--- src/rtl/axi_ifetch_master.sv ---
// Single-outstanding AXI4 read master: fetches one 32-bit instruction per pc from a 64-bit bus.
// Optional macro AXI_IFETCH_RESP_TRAP_EN: a non-OKAY RRESP substitutes EBREAK_INSTR for the data.
module axi_ifetch_master #(
    parameter logic [3:0]  AXI_ID       = 4'h0,
    parameter logic [31:0] EBREAK_INSTR = 32'h00100073
) (
    input  logic        clk,
    input  logic        rstn,
    input  logic [63:0] pc,
    output logic [31:0] instr,
    output logic        instr_valid,
    output logic [3:0]  ARID,
    output logic [63:0] ARADDR,
    output logic [7:0]  ARLEN,
    output logic [2:0]  ARSIZE,
    output logic [1:0]  ARBURST,
    output logic        ARLOCK,
    output logic [3:0]  ARCACHE,
    output logic [2:0]  ARPORT,
    output logic [3:0]  ARQOS,
    output logic [3:0]  ARREGION,
    output logic        ARVALID,
    input  logic        ARREADY,
    input  logic [3:0]  RID,
    input  logic [63:0] RDATA,
    input  logic [1:0]  RRESP,
    input  logic        RLAST,
    input  logic        RVALID,
    output logic        RREADY
);

    typedef enum logic [1:0] {StIdle, StAddr, StData, StDone} state_e;

    state_e      state_q, state_d;
    logic [63:0] araddr_q, araddr_d;
    logic [31:0] instr_q, instr_d;
    logic [31:0] lane_data;
    logic        trap;

    always_ff @(posedge clk) begin
        if (!rstn) begin
            state_q  <= StIdle;
            araddr_q <= '0;
            instr_q  <= '0;
        end else begin
            state_q  <= state_d;
            araddr_q <= araddr_d;
            instr_q  <= instr_d;
        end
    end

    // Narrow 4-byte transfer on a 64-bit bus: address bit 2 picks the lane.
    assign lane_data = araddr_q[2] ? RDATA[63:32] : RDATA[31:0];

`ifdef AXI_IFETCH_RESP_TRAP_EN
    assign trap = (RRESP != 2'b00);
`else
    assign trap = 1'b0;
`endif

    always_comb begin
        state_d  = state_q;
        araddr_d = araddr_q;
        instr_d  = instr_q;
        unique case (state_q)
            StIdle: begin
                araddr_d = pc;
                state_d  = StAddr;
            end
            StAddr: begin
                if (ARREADY) begin
                    state_d = StData;
                end
            end
            StData: begin
                if (RVALID) begin
                    instr_d = trap ? EBREAK_INSTR : lane_data;
                    state_d = StDone;
                end
            end
            StDone: begin
                state_d = StIdle;
            end
            default: state_d = StIdle;
        endcase
    end

    // Handshake outputs decode the registered state only, so no input reaches an output.
    assign ARVALID     = (state_q == StAddr);
    assign RREADY      = (state_q == StData);
    assign instr_valid = (state_q == StDone);
    assign instr       = instr_q;
    assign ARADDR      = araddr_q;

    assign ARID     = AXI_ID;
    assign ARLEN    = 8'd0;
    assign ARSIZE   = 3'b010;
    assign ARBURST  = 2'b01;
    assign ARLOCK   = 1'b0;
    assign ARCACHE  = 4'b0000;
    assign ARPORT   = 3'b100;
    assign ARQOS    = 4'd0;
    assign ARREGION = 4'd0;

    logic unused_inputs;
    assign unused_inputs = ^{RID, RLAST, RRESP, EBREAK_INSTR};

endmodule

--- config.mk ---
export PLATFORM = sky130hd
export DESIGN_NAME = axi_ifetch_master
export DESIGN_NICKNAME = d
export VERILOG_FILES = /design/src/rtl/axi_ifetch_master.sv
export SDC_FILE = /design/constraint.sdc
export NUM_CORES = 1
export LEC_CHECK = 0
export CORE_ASPECT_RATIO = 2
export CORE_MARGIN = 2
export CORE_UTILIZATION = 25
export DETAILED_ROUTE_END_ITERATION = 8
export PLACE_DENSITY = 0.67
export SETUP_SLACK_MARGIN = 0.2
export SYNTH_ARGS = -nofsm -noshare
export SYNTH_HDL_FRONTEND = slang
export SYNTH_SLANG_ARGS = --single-unit
--- constraint.sdc ---
create_clock -name clk -period 1.5 [get_ports clk]
set_input_delay 0.15 -clock clk [delete_from_list [all_inputs] [get_ports clk]]
set_output_delay 0.15 -clock clk [all_outputs]
set_load 0.02 [all_outputs]
* Yosys cells after proc, flatten, opt, wreduce, memory -nomap -nowiden
Index checks and enable logic that the tools add are counted.
Cells by class: eq/ne operators 5, muxes and demuxes 4, reductions and logical operators 3
Operators with widths (number):
- $mux W32 | 1
- $pmux W2 S4 | 1
- $eq A2 B2 Y1 const B | 2
- $mux W2 | 2
- $reduce_and A2 Y1 | 2
- $eq A2 B1 Y1 const B | 1
- $logic_not A2 Y1 | 1
- $ne A2 B1 Y1 const B | 1
- $ne A2 B2 Y1 const B | 1
Storage, ports and cells: register bits after elaboration 98, bits of input ports 139, output and inout bits 132, word-level logic and storage cells 15

* Longest topological paths before layout
Gate-level depths: netlist of run 1.
depth in word-level cells 3, depth in mapped cells 7, depth with buffers taken out 5

* Worst setup path before layout of run 1
No wires, ideal clock.
path type reg-to-reg, start point register state_q[0], end point register instr_q[10], in the netlist instr[10], library setup time 0.122 ns, arrival time 1.191 ns, required time 1.378 ns, path slack 0.187 ns, cell stages (with the launch flop) 8, buffers on the path 2, period minus slack after synthesis 1.313 ns, cell sequence dfxtp_1 -> inv_1 -> ha_1 -> and2_1 -> buf_6 -> buf_6 -> o21ai_1 -> a21oi_1
On the way: word-level cells in the longest chain between the ends 2
Ends and longest elaborated chain:
- from (decl) | RTL line 34 | state_e state_q, state_d;
- from (signal assigned) | RTL line 42 | state_q <= StIdle;
- from (signal assigned) | RTL line 46 | state_q <= state_d;
- $eq A2 B2 Y1 | RTL line 65 | unique case (state_q)
- $reduce_and A2 Y1 (no source line)
- to (signal assigned) | RTL line 48 | instr_q <= instr_d;
- to (decl) | RTL line 36 | logic [31:0] instr_q, instr_d;
No other way between the ends. A chain may end at the register's enable or synchronous reset.

* Worst setup path after layout of run 1
start point register state_q[0], end point register araddr_q[2], in the netlist ARADDR[2]
On the way: word-level cells in the longest chain between the ends 1
Ends and longest elaborated chain:
- $logic_not A2 Y1 | RTL line 65
- to (signal assigned) | RTL line 47 | araddr_q <= araddr_d;
- to (decl) | RTL line 35 | logic [63:0] araddr_q, araddr_d;
No other way between the ends.

==> impl_metrics.toml, run 1 <==
[outcome]
status = "completed"

[job]
maxCapViolCount = 0

[sta]
hold_viol = 0
post-route-period-util_pct = 88.6
finalClockSkew_ns = 0.00741
setup_viol = 0
setup_tns_ns = 0
whs_ns = 0.314
fin_crit_ns = 1.33
drv_slew = 0
fmax_mhz = 752
rsz0062_at_grt = "true"

[route]
drtPass1Iterations = 3
routed_via_density = 4.23
vias = 3600
initialDrtViolationCount = 30
drt_wl_total_um = 12300
final_antenna_net_count = 0
routedWlPerCell_um = 14.4
drc = 0

[logic_synthesis]
synth-seq-cells = 98
ys_seq_area_share_pct = 45.2
netlist.area_leader.share_pct = 45.2
synth_top_cell_by_area = "dfxtp_1"
netlist_instances = 404
yosys-top-cells-area = "dfxtp_1 (45%), mux2i_1 (23%), nor2b_1 (9.2%), buf_4 (5.7%), a21oi_1 (3.7%)"
ys_warn_count = 0
syn-cell-area_mm2 = 0.00434
ys_types = 19
synth_area_per_cell_um2 = 10.7

[worst_setup_path]
worstPathCellList = "inv_4 -> ha_4 -> buf_12 -> buf_12 -> clkbuf_16 -> mux2i_1 -> nor2b_1"
cpMostUsedCell = "buf_12"
cp.required_ns = 1.74
crit_path_max_fanout = 4
crit_path_max_incr_delay_ns = 0.36
crit_family = "buffers and inverters"
crit_path_end_kind = "register"
path_class = "register to register"
critPathSlowestCell = "dfxtp_4"
arrival_ns = 1.57
cp_num_buf_inv = 4
critPathLaunchType = "register"

[placed_design]
port_buffers = 230
post-dp-hpwl_um = 8230
placed_area_mm2 = 0.00663
place_congestion = 0.794
placed_cells_incl_taps = 821

[clock_network]
clkTransAtPathRegs_ns = 0.07
h-tree-depth = 3
numClockSinks = 98
cts-root-buf = "clkbuf_16"
ctsHoldBuffers = 0
cts_made_buffers = 9
cts_tree = "done"
clk_latency_ns = 0.35
cts.path.max_buffers = 2

[power]
p_leak_nw = 3.34
power.share.sequential_pct = 31.6
p_clk_share_pct = 20.6
peakVddDrop_uv = 713
combPwrFrac_pct = 47.8
swShare_pct = 34.8
power.internal_w = 0.00748
power-per-cell-area_mw_per_mm2 = 1600
switchingPower_w = 0.00399

[floorplan]
core-area_mm2 = 0.0171
floorplan.initialDensity_pct = 25.4
die_w_um = 97.1
die_area_mm2 = 0.0185
io_pins = 271
die_h_um = 190
rows = 68

[layout]
mostFrequentLayoutCell = "clkdlybuf4s50_1"
stdcell_count = 851
drive_gt1_share_pct = 8.89
antenna_cells = 0
layout_common_cells = "clkdlybuf4s50_1 (130), dlygate4sd2_1 (96), dfxtp_1 (95), mux2i_1 (95), nor2b_1 (64)"
syn2layout_area_growth_pct = 65.4
final_area_mm2 = 0.00717
nets = 781

[global_route]
overflow = 0
grt_pass1_vias = 3478
antenna_found_initial = 0
grt_usage_pct = 12.5
grt_max_degree = 101
grt_pass1_wl_um = 18300

[hold_path]
hp-class = "input port to register"
-- cells in the mapped netlist, drive strengths merged --
cell    instances
conb            2
nor2b          64
ha              6
mux2i          98
clkbuf          6
o21ai          33
dfxtp          98
o22ai           1
buf            56
and2            1
inv             4
nand2           3
a21oi          32
-- power groups by stage --
| stage | clock network (W) | logic (W) | registers (W) |
|---|---|---|---|
| 5_1_grt | 0.00255 | 0.00585 | 0.00372 |
| 3_5_place_dp | 0 | 0.00505 | 0.00368 |
| 4_1_cts | 0.00247 | 0.00519 | 0.00362 |
| 2_1_floorplan | 0 | 0.00254 | 0.00442 |
| 3_3_place_gp | 0 | 0.00502 | 0.00365 |
| 6_report | 0.00236 | 0.00548 | 0.00363 |
-- worst paths after layout --
check | depth (start not counted) | slack [ns] | from | endpoint
max | 7 | 0.17 | state_q[0] | ARADDR[2]
min | 4 | 0.31 | rstn | instr[2]
max reg2reg | 7 | 0.17 | state_q[0] | ARADDR[2]
min reg2reg | 2 | 0.51 | state_q[0] | state_q[0]
-- logic make-up after synthesis --
logic type / synth area share (%)
simple gates: 9.64
buf+inv: 13.0
fa+ha+maj: 1.73
flops: 45.2
other cells: 0.173
mux: 22.6
compound gates: 7.65
-- worst min-delay path, delay by kind of cell --
kind | cells | cell delay, ns
buffers and inverters | 2 | 0.33
AOI/OAI and AO/OA | 2 | 0.13
-- through the flow --
| stage | setup slack [ns] | power (W) | utilization [%] |
|---|---|---|---|
| 6_report | 0.171 | 0.0115 | 42.0 |
| 5_1_grt | 0.0949 | 0.0121 | 42.0 |
| 4_1_cts | 0.0150 | 0.0113 | 40.8 |
| 3_5_place_dp | 0.0426 | 0.00873 | 38.8 |
| 3_3_place_gp | 0.0797 | 0.00867 | 38.8 |
| 2_1_floorplan | 0.205 | 0.00696 | - |
-- layer usage --
metal / wire length [um] / GRT usage, %
met1: 5130 / 14.7
met2: 5610 / 19.8
met3: 1330 / 5.65
met4: 193 / 5.36
met5: 0 / 0
-- area by class of cell --
cell class	instances	area, um2
fillers	1707	9930
multi-input cells	271	1980
well taps	210	263
clock inverters	5	63.8
clock buffers	11	243
inverters	4	20.0
flip-flops and latches	98	1970
repair buffers	252	2640
-- state kept, by name (all words and copies together) (netlist names) --
signal / count
instr: 32
state_q: 2
ARADDR: 64
-- timing repair --
action,CTS,global route
pin swaps,1,1
endpoints found under the hold margin,0,0
gates cloned,3,5
endpoints found under the setup margin,179,80
resized for setup,119,17
buffers inserted,4,2
Power figures use the tool's default switching activity.
==> run 2, diff against run 1 <==
--- a/config.mk
+++ b/config.mk
@@ -11,6 +11,7 @@
 export DETAILED_ROUTE_END_ITERATION = 8
 export PLACE_DENSITY = 0.67
 export SETUP_SLACK_MARGIN = 0.2
+export SLEW_MARGIN = 15
 export SYNTH_ARGS = -nofsm -noshare
 export SYNTH_HDL_FRONTEND = slang
 export SYNTH_SLANG_ARGS = --single-unit
==> results of run 2 <==
Final layout, timing and power as in run 1 (identical DEF).
